<file path="src/rtl/sargantana_itag_ctrl.sv">
// sargantana_itag_ctrl: I-cache tag/valid array access sequencer; ITAG_CTRL_FLUSH_SWEEP_EN selects the per-index flush sweep
module sargantana_itag_ctrl #(
    parameter int N_WAY = 4,
    parameter int TAG_W = 20,
    parameter int IDX_W = 6
) (
    input  logic                   clk_i,
    input  logic                   rstn_i,
    input  logic                   lk_valid_i,
    input  logic [IDX_W-1:0]       lk_idx_i,
    input  logic [TAG_W-1:0]       lk_tag_i,
    output logic                   lk_ready_o,
    output logic                   lk_rvalid_o,
    output logic                   lk_hit_o,
    output logic [N_WAY-1:0]       lk_way_o,
    input  logic                   rf_valid_i,
    input  logic [IDX_W-1:0]       rf_idx_i,
    input  logic [TAG_W-1:0]       rf_tag_i,
    output logic                   rf_ready_o,
    output logic [N_WAY-1:0]       rf_way_o,
    input  logic                   flush_i,
    output logic                   busy_o,
    output logic                   flush_done_o,
    output logic [N_WAY-1:0]       mem_req_o,
    output logic                   mem_we_o,
    output logic                   mem_vbit_o,
    output logic                   mem_flush_o,
    output logic [IDX_W-1:0]       mem_addr_o,
    output logic [TAG_W-1:0]       mem_data_o,
    input  logic [N_WAY*TAG_W-1:0] mem_tag_i,
    input  logic [N_WAY-1:0]       mem_vbit_i
);
    localparam int RR_W = (N_WAY > 1) ? $clog2(N_WAY) : 1;

    typedef enum logic [1:0] {IDLE, FLUSH, SWEEP} state_t;

    state_t            state;
    logic [RR_W-1:0]   rr_ptr;
    logic [TAG_W-1:0]  tag_q;
    logic              rvalid_q;
    logic              open_slot;
    logic              rf_gnt;
    logic              lk_gnt;
    logic              sweep_op;
    logic [IDX_W-1:0]  sweep_addr;
    logic [N_WAY-1:0]  victim;
    logic [N_WAY-1:0]  hit_vec;

    // Requests are only granted in IDLE with no flush arriving; reset keeps every grant low
    assign open_slot = rstn_i && state == IDLE && !flush_i;
    assign rf_gnt    = open_slot && rf_valid_i;
    assign lk_gnt    = open_slot && lk_valid_i && !rf_valid_i;
    assign victim    = N_WAY'(1) << rr_ptr;

`ifdef ITAG_CTRL_FLUSH_SWEEP_EN
    logic [IDX_W-1:0] sweep_idx;

    assign sweep_op     = state == SWEEP;
    assign sweep_addr   = sweep_idx;
    assign busy_o       = sweep_op;
    assign flush_done_o = sweep_op && sweep_idx == '1 && !flush_i;
    assign mem_flush_o  = 1'b0;

    // Sweep index walks every set once; a new flush restarts it from zero
    always_ff @(posedge clk_i or negedge rstn_i) begin
        if (!rstn_i)
            sweep_idx <= '0;
        else
            sweep_idx <= flush_i ? '0 : sweep_op ? sweep_idx + 1'b1 : sweep_idx;
    end
`else
    assign sweep_op     = 1'b0;
    assign sweep_addr   = '0;
    assign busy_o       = 1'b0;
    assign flush_done_o = state == FLUSH;
    assign mem_flush_o  = state == FLUSH;
`endif

    // Control FSM, victim pointer and lookup pipeline register
    always_ff @(posedge clk_i or negedge rstn_i) begin
        if (!rstn_i) begin
            state    <= IDLE;
            rr_ptr   <= '0;
            tag_q    <= '0;
            rvalid_q <= 1'b0;
        end else begin
            rvalid_q <= lk_gnt;
            if (lk_gnt)
                tag_q <= lk_tag_i;
            if (rf_gnt)
                rr_ptr <= (rr_ptr == RR_W'(N_WAY-1)) ? '0 : rr_ptr + 1'b1;
`ifdef ITAG_CTRL_FLUSH_SWEEP_EN
            if (flush_i)
                state <= SWEEP;
            else if (sweep_op && sweep_addr == '1)
                state <= IDLE;
`else
            state <= flush_i ? FLUSH : IDLE;
`endif
        end
    end

    // Single array port: sweep write > refill write > lookup read
    always_comb begin
        mem_req_o  = sweep_op ? '1 : rf_gnt ? victim : lk_gnt ? '1 : '0;
        mem_we_o   = sweep_op || rf_gnt;
        mem_vbit_o = !sweep_op && rf_gnt;
        mem_addr_o = sweep_op ? sweep_addr : rf_gnt ? rf_idx_i : lk_gnt ? lk_idx_i : '0;
        mem_data_o = (!sweep_op && rf_gnt) ? rf_tag_i : '0;
    end

    assign lk_ready_o = lk_gnt;
    assign rf_ready_o = rf_gnt;
    assign rf_way_o   = rf_gnt ? victim : '0;

    for (genvar w = 0; w < N_WAY; w++) begin : g_cmp
        assign hit_vec[w] = rvalid_q && mem_vbit_i[w] && mem_tag_i[w*TAG_W +: TAG_W] == tag_q;
    end

    assign lk_rvalid_o = rvalid_q;
    assign lk_way_o    = hit_vec;
    assign lk_hit_o    = |hit_vec;

    a_one_hit : assert property (@(posedge clk_i) disable iff (!rstn_i) $onehot0(hit_vec));

endmodule
</file>
<file path="config.mk">
export PLATFORM = sky130hd
export DESIGN_NAME = sargantana_itag_ctrl
export DESIGN_NICKNAME = d
export VERILOG_FILES = /design/src/rtl/sargantana_itag_ctrl.sv
export SDC_FILE = /design/constraint.sdc
export NUM_CORES = 1
export LEC_CHECK = 0
export CORE_MARGIN = 2
export CORE_UTILIZATION = 36
export DETAILED_ROUTE_END_ITERATION = 16
export HOLD_SLACK_MARGIN = 0.12
export PLACE_DENSITY = 0.85
export SYNTH_ARGS = -nofsm -noshare
export SYNTH_HDL_FRONTEND = slang
export SYNTH_SLANG_ARGS = --single-unit
</file>
<file path="constraint.sdc">
create_clock -name clk_i -period 3.4 [get_ports clk_i]
set_clock_uncertainty 0.05 [all_clocks]
set_input_delay 1.02 -clock clk_i [delete_from_list [all_inputs] [get_ports clk_i]]
set_output_delay 1.02 -clock clk_i [all_outputs]
set_load 0.005 [all_outputs]
</file>
==> results of run 1 <==
## kinds of logic after synthesis
logic type               after synthesis  synth area share
other                                  1          0.001653
AO/OA/AOI/OAI                          8           0.02758
flip-flops                            24            0.2648
buffers and inverters                 35           0.08770
AND/OR/NAND/NOR                      123            0.2841
XOR/XNOR                              80            0.3122
adder cells (fa/ha/maj)                4           0.02206
## cell usage in the layout (no fill, tap or decap), types with 15 or more instances in the layout
cell and n:
clkdlybuf4s50_1 91, nand2_1 62, xnor2_1 46, dlygate4sd2_1 42
buf_4 33, dfrtp_1 24, xor2_1 23, and2_1 22
buf_6 16, nand4_1 15
## power groups by stage
| stage | clock network [µW] | registers [µW] | logic (µW) |
|---|---|---|---|
| 2_1_floorplan | 0 | 367 | 404 |
| 3_3_place_gp | 0 | 462 | 574 |
| 3_5_place_dp | 0 | 465 | 596 |
| 4_1_cts | 257 | 464 | 600 |
| 5_1_grt | 268 | 479 | 683 |
| 6_report | 255 | 470 | 624 |
## routing by layer
metal	wire [µm]	global-route usage	vias to the layer above	share of wire
li1	-	-	1265	-
met1	3413	0.2850	1225	0.35
met2	5151	0.5183	146	0.52
met3	936	0.09642	24	0.095
met4	364	0.1148	0	0.037
met5	0	0	-	0
## sequential cells by signal, summed over array words and instances (netlist names)
name	flops
rr_ptr	2
lk_rvalid_o	1
state	1
tag_q	20
## layout make-up
type,instances,area [µm²]
diodes,1,2.502
repair buffers,228,2097
clock inverters,1,30.03
fillers,466,1478
repair inverters,1,7.507
flip-flops and latches,24,600.6
multi-input cells,216,1627
inverters,3,13.76
well taps,75,93.84
clock buffers,3,41.29
## worst paths after layout
| kind | to | startpoint | slack, ps | cells after the start |
|---|---|---|---|---|
| worst min register to register | tag_q[11] | tag_q[11] | 580 | 2 |
| worst max register to register | tag_q[5] | state[0] | 1740 | 11 |
| worst max-delay path | lk_hit_o | mem_tag_i[2] | -140 | 6 |
| worst min-delay path | tag_q[11] | tag_q[11] | 580 | 2 |
| min in group asynchronous | state[0] | rstn_i | 740 | 2 |
| max in group asynchronous | tag_q[2] | rstn_i | 2190 | 2 |
## critical path, stage by stage
cell and delay, ps:
clkdlybuf4s50_1 450, xnor2_1 160, nand4_1 150, nor4_2 70, or4_1 490, buf_2 140
## stage by stage
| step | worst slack (ps) | std cells |
|---|---|---|
| finish | -143.1 | 552 |
| global route | -222.6 | 552 |
| CTS | -156.5 | 550 |
| detailed placement | -891.6 | 532 |
| global placement | -865.0 | 532 |
| floorplan | 293.4 | 275 |
## repair_timing
action	4_1_cts	5_1_grt
cloned	2	0
endpoints found under the setup margin	43	23
buffers inserted	13	1
resized for setup	198	48
pin swaps	38	18
==> impl_metrics.csv, run 1 <==
group,metric,value,unit
global_route,antenna_found_initial,1,
finish,syn2layout_area_growth,98.95,%
sta,timing.hold.ws,576.8,ps
synthesis,netlist-cell-type-count,27,
finish,nets,622,
run_status,violations,"negative setup slack",
worst_setup_path,endpoint_kind,"primary output",
power,pwr-share-seq,0.348,
run,max-cap-violations,0,
worst_setup_path,crit_type,"in2out",
power,swShare,0.3528,
power,switching_power,475.8,µW
synthesis,synthesis.area,2268,µm²
worst_setup_path,worst-path-max-fanout,2,
run_status,status,"finished with violations",
worst_hold_path,hold_class,"reg2reg",
global_route,first_global_vias,2964,
floorplanning,ios,188,
cts,hold_buffers,0,
floorplanning,coreArea,5991,µm²
synthesis,async_flop_share,1.000,
global_route,grt_pass1_wl,15.08,mm
power,combPwrFrac,0.463,
synthesis,synth_common_cells,"62 x nand2_1, 48 x xnor2_1, 31 x xor2_1, 24 x and2_1, 24 x dfrtp_1",
synthesis,synth_top_area_frac,0.2648,
finish,finish.instance_area,4513,µm²
cts,ctsLongestPathBuffers,2,
drt,routed_wl,9.866,mm
sta,fin_ws,-143.1,ps
worst_setup_path,worstPathArrival,2470,ps
placement,place.gp.congestion,0.9205,
cts,cts_tree,"built",
synthesis,synth_nets,420,
synthesis,synth-edff-count,0,
synthesis,seq_area_frac_synth,0.2648,
drt,drc,0,
power,total_power,1349,µW
sta,fmax,0.2822,GHz
synthesis,yosysWarnings,0,
drt,wl_per_cell,17.87,µm
cts,h-tree-depth,1,
floorplanning,die_area,6952,µm²
drt,vias_per_cell,4.819,
floorplanning,die_x,83.38,µm
worst_setup_path,cp-start-kind,"input pin",
sta,post-route-period-util,1.042,
sta,finalCriticalPeriod,3543,ps
synthesis,yosys.area.top_type,"dfrtp_1",
synthesis,yosysMostFrequentCell,"nand2_1",
power,p_leak,0.002152,µW
cts,cts.sinks,24,
sta,setup_viol,4,
finish,final_util,0.7533,
synthesis,ys.flop_type,"dfrtp_1",
cts,clock_latency,270,ps
worst_setup_path,cp.required,2330,ps
floorplanning,num_rows,28,
sta,slew_viol_final,0,
power,ir_worst_vdd,0.2213,mV
cts,cts_buffers,3,
placement,place_area,4284,µm²
finish,drive_above_1_share,0.2395,
cts,cts_root_buf,"clkbuf_8",
global_route,grtUsageTotal,0.2801,
sta,hold_viol_final,0,
drt,drt_pass1_iterations,4,
floorplanning,initial_core_util,0.3787,
drt,postRouteAntennaNets,0,
power,power_per_cell_area,298.8,nW/µm²
synthesis,ys_ff_latch,24,
drt,vias,2660,
placement,hpwlAfterDp,7.888,mm
global_route,gr-total-overflow,0,
sta,rsz0062_at_grt,"yes",
power,p_clk_frac,0.189,
power,internal-power,872.9,µW
sta,final.setup.tns,-337.2,ps
synthesis,avgSynthCellArea,8.249,µm²
synthesis,syn-instance-count,275,
drt,first_iter_violations,57,
placement,port_buffers,186,
cts,clk_pin_slew,100,ps
synthesis,ys_top_cells_by_area,"dfrtp_1 26%, xnor2_1 19%, xor2_1 12%",
floorplanning,dieHeight,83.38,µm
global_route,grt_max_degree,24,
Power figures use the tool's default switching activity.
==> inputs of run 2 (changes only) <==
--- a/config.mk
+++ b/config.mk
@@ -7,6 +7,7 @@
 export LEC_CHECK = 0
 export CORE_MARGIN = 2
 export CORE_UTILIZATION = 36
+export CTS_CLUSTER_DIAMETER = 120
 export DETAILED_ROUTE_END_ITERATION = 16
 export HOLD_SLACK_MARGIN = 0.12
 export PLACE_DENSITY = 0.85
==> results of run 2 <==
Same layout as run 1: the final DEF is identical, and so are final timing and power.
==> inputs of run 3 (changes only) <==
--- a/config.mk
+++ b/config.mk
@@ -10,7 +10,7 @@
 export CTS_CLUSTER_DIAMETER = 120
 export DETAILED_ROUTE_END_ITERATION = 16
 export HOLD_SLACK_MARGIN = 0.12
-export PLACE_DENSITY = 0.85
+export PLACE_DENSITY = 0.88
 export SYNTH_ARGS = -nofsm -noshare
 export SYNTH_HDL_FRONTEND = slang
 export SYNTH_SLANG_ARGS = --single-unit
==> impl_metrics.csv, run 3 (synthesis gave the netlist of run 1 again) <==
group,metric,value,unit
drt,vias_per_cell,4.762,
finish,num_antenna_cells,0,
floorplanning,initial_core_util,0.3787,
finish,final_common_cell,"clkdlybuf4s50_1",
global_route,grtUsageTotal,0.2653,
run_status,violations,"negative setup slack",
cts,clk_pin_slew,80,ps
cts,hold_buffers,0,
finish,top_register,"tag_q",
worst_setup_path,worst-path-max-fanout,2,
cts,cts_root_buf,"clkbuf_8",
global_route,grt_pass1_wl,14.50,mm
floorplanning,die_area,6952,µm²
sta,setup_viol,3,
finish,fillCellCount,450,
worst_hold_path,holdPathStages,2,
floorplanning,ios,188,
power,ir_worst_vdd,0.1729,mV
power,power_per_cell_area,276.6,nW/µm²
worst_hold_path,hold_path_startpoint,"tag_q[16]",
drt,routed_wl,9.675,mm
sta,fin_ws,-220.6,ps
floorplanning,coreArea,5991,µm²
worst_setup_path,worstPathArrival,2550,ps
drt,wl_per_cell,17.56,µm
finish,nets,623,
worst_setup_path,cp.required,2330,ps
worst_setup_path,r2r_end,"tag_q[6]",
cts,clock_latency,260,ps
run_status,status,"finished with violations",
worst_setup_path,endpoint_kind,"primary output",
run,max-cap-violations,0,
finish,syn2layout_area_growth,98.95,%
cts,cts.sinks,24,
global_route,antenna_found_initial,0,
finish,largest_register_ffs,20,
sta,timing.hold.ws,584.7,ps
drt,first_iter_violations,101,
sta,final.setup.tns,-381.2,ps
placement,preCtsSetupSlack,-864.0,ps
power,p_leak,0.002357,µW
drt,vias,2624,
drt,drc,0,
sta,finalCriticalPeriod,3621,ps
worst_setup_path,crit_type,"in2out",
cts,cts_buffers,3,
global_route,gr-total-overflow,0,
worst_setup_path,cp-start-kind,"input pin",
floorplanning,num_rows,28,
global_route,grt_max_degree,24,
worst_setup_path,r2r_slack,1910,ps
sta,fmax,0.2762,GHz
placement,port_buffers,186,
drt,drt_pass1_iterations,4,
finish,final_cell_mix,"70 x clkdlybuf4s50_1, 62 x nand2_1, 42 x xnor2_1, 42 x dlygate4sd2_1, 35 x buf_4",
worst_hold_path,hold_path_end,"tag_q[16]",
worst_setup_path,rr_worst_depth,9,
finish,top_regs,"tag_q x20, rr_ptr x2",
floorplanning,die_x,83.38,µm
sta,post-route-period-util,1.065,
cts,h-tree-depth,1,
sta,hold_viol_final,0,
cts,cts_tree,"built",
power,total_power,1248,µW
finish,drive_above_1_share,0.2395,
global_route,first_global_vias,2953,
sta,rsz0062_at_grt,"yes",
cts,ctsLongestPathBuffers,2,
finish,final_util,0.7533,
floorplanning,dieHeight,83.38,µm
worst_setup_path,r2r-start,"state[0]",
sta,slew_viol_final,0,
placement,place.gp.congestion,0.9059,
placement,hpwlAfterDp,7.630,mm
worst_hold_path,hold_class,"reg2reg",
drt,postRouteAntennaNets,0,
-- run 3: changes by cell type in the layout (fill, tap and decap cells not counted), moves of 4 or more --
cell	delta
xnor2_2	+4
buf_2	+7
xnor2_1	-4
dlymetal6s2s_1	+23
clkdlybuf4s50_1	-21
clkbuf_2	-8
-- run 3: worst max-delay path, stage by stage --
cell and delay (ps):
clkdlybuf4s50_1 420, xnor2_1 140, nand4_2 100, nor4_4 60, buf_4 140, or4_4 520, buf_6 130
-- run 3: through the flow --
step / std cells / instance area (µm²)
after floorplan: 275 / 2268
after global placement: 531 / 4252
after detailed placement: 531 / 4252
after CTS: 550 / 4380
after global routing: 551 / 4513
final: 551 / 4513
-- run 3: final cells by class --
type | count | area [µm²] | area share
inverter | 3 | 13.76 | 0.003050
sequential | 24 | 600.6 | 0.1331
timing repair buffer | 229 | 2140 | 0.4741
timing repair inverter | 1 | 7.507 | 0.001663
tap | 75 | 93.84 | 0.02079
clock buffer | 3 | 41.29 | 0.009149
multi-input combinational | 216 | 1617 | 0.3582
-- run 3: how the worst max path moves through the flow --
stage / start / to / cells after the start
detailed placement: mem_tag_i[64] / lk_hit_o / 8
floorplan: mem_tag_i[57] / lk_hit_o / 5
global placement: mem_tag_i[64] / lk_hit_o / 8
global route: mem_tag_i[64] / lk_hit_o / 9
CTS: mem_tag_i[53] / lk_hit_o / 9
finish: mem_tag_i[79] / lk_hit_o / 7
-- run 3: what timing repair did --
item / in CTS / in global routing
setup endpoints to repair: 43 / 9
buffers inserted: 16 / 3
pin swaps: 40 / 39
cloned: 2 / 0
gates resized for setup: 214 / 55
hold endpoints to repair: 0 / 0
-- run 3: where the power goes --
group / switching (µW) / internal, µW
clock: 85.8 / 79.1
combinational: 249 / 364
sequential: 127 / 344
-- run 3: metal layers --
metal | part of all wire | vias up | GRT usage
li1 | - | 1264 | -
met1 | 0.37 | 1200 | 0.2813
met2 | 0.52 | 138 | 0.4956
met3 | 0.083 | 22 | 0.07654
met4 | 0.034 | 0 | 0.09389
met5 | 0 | - | 0
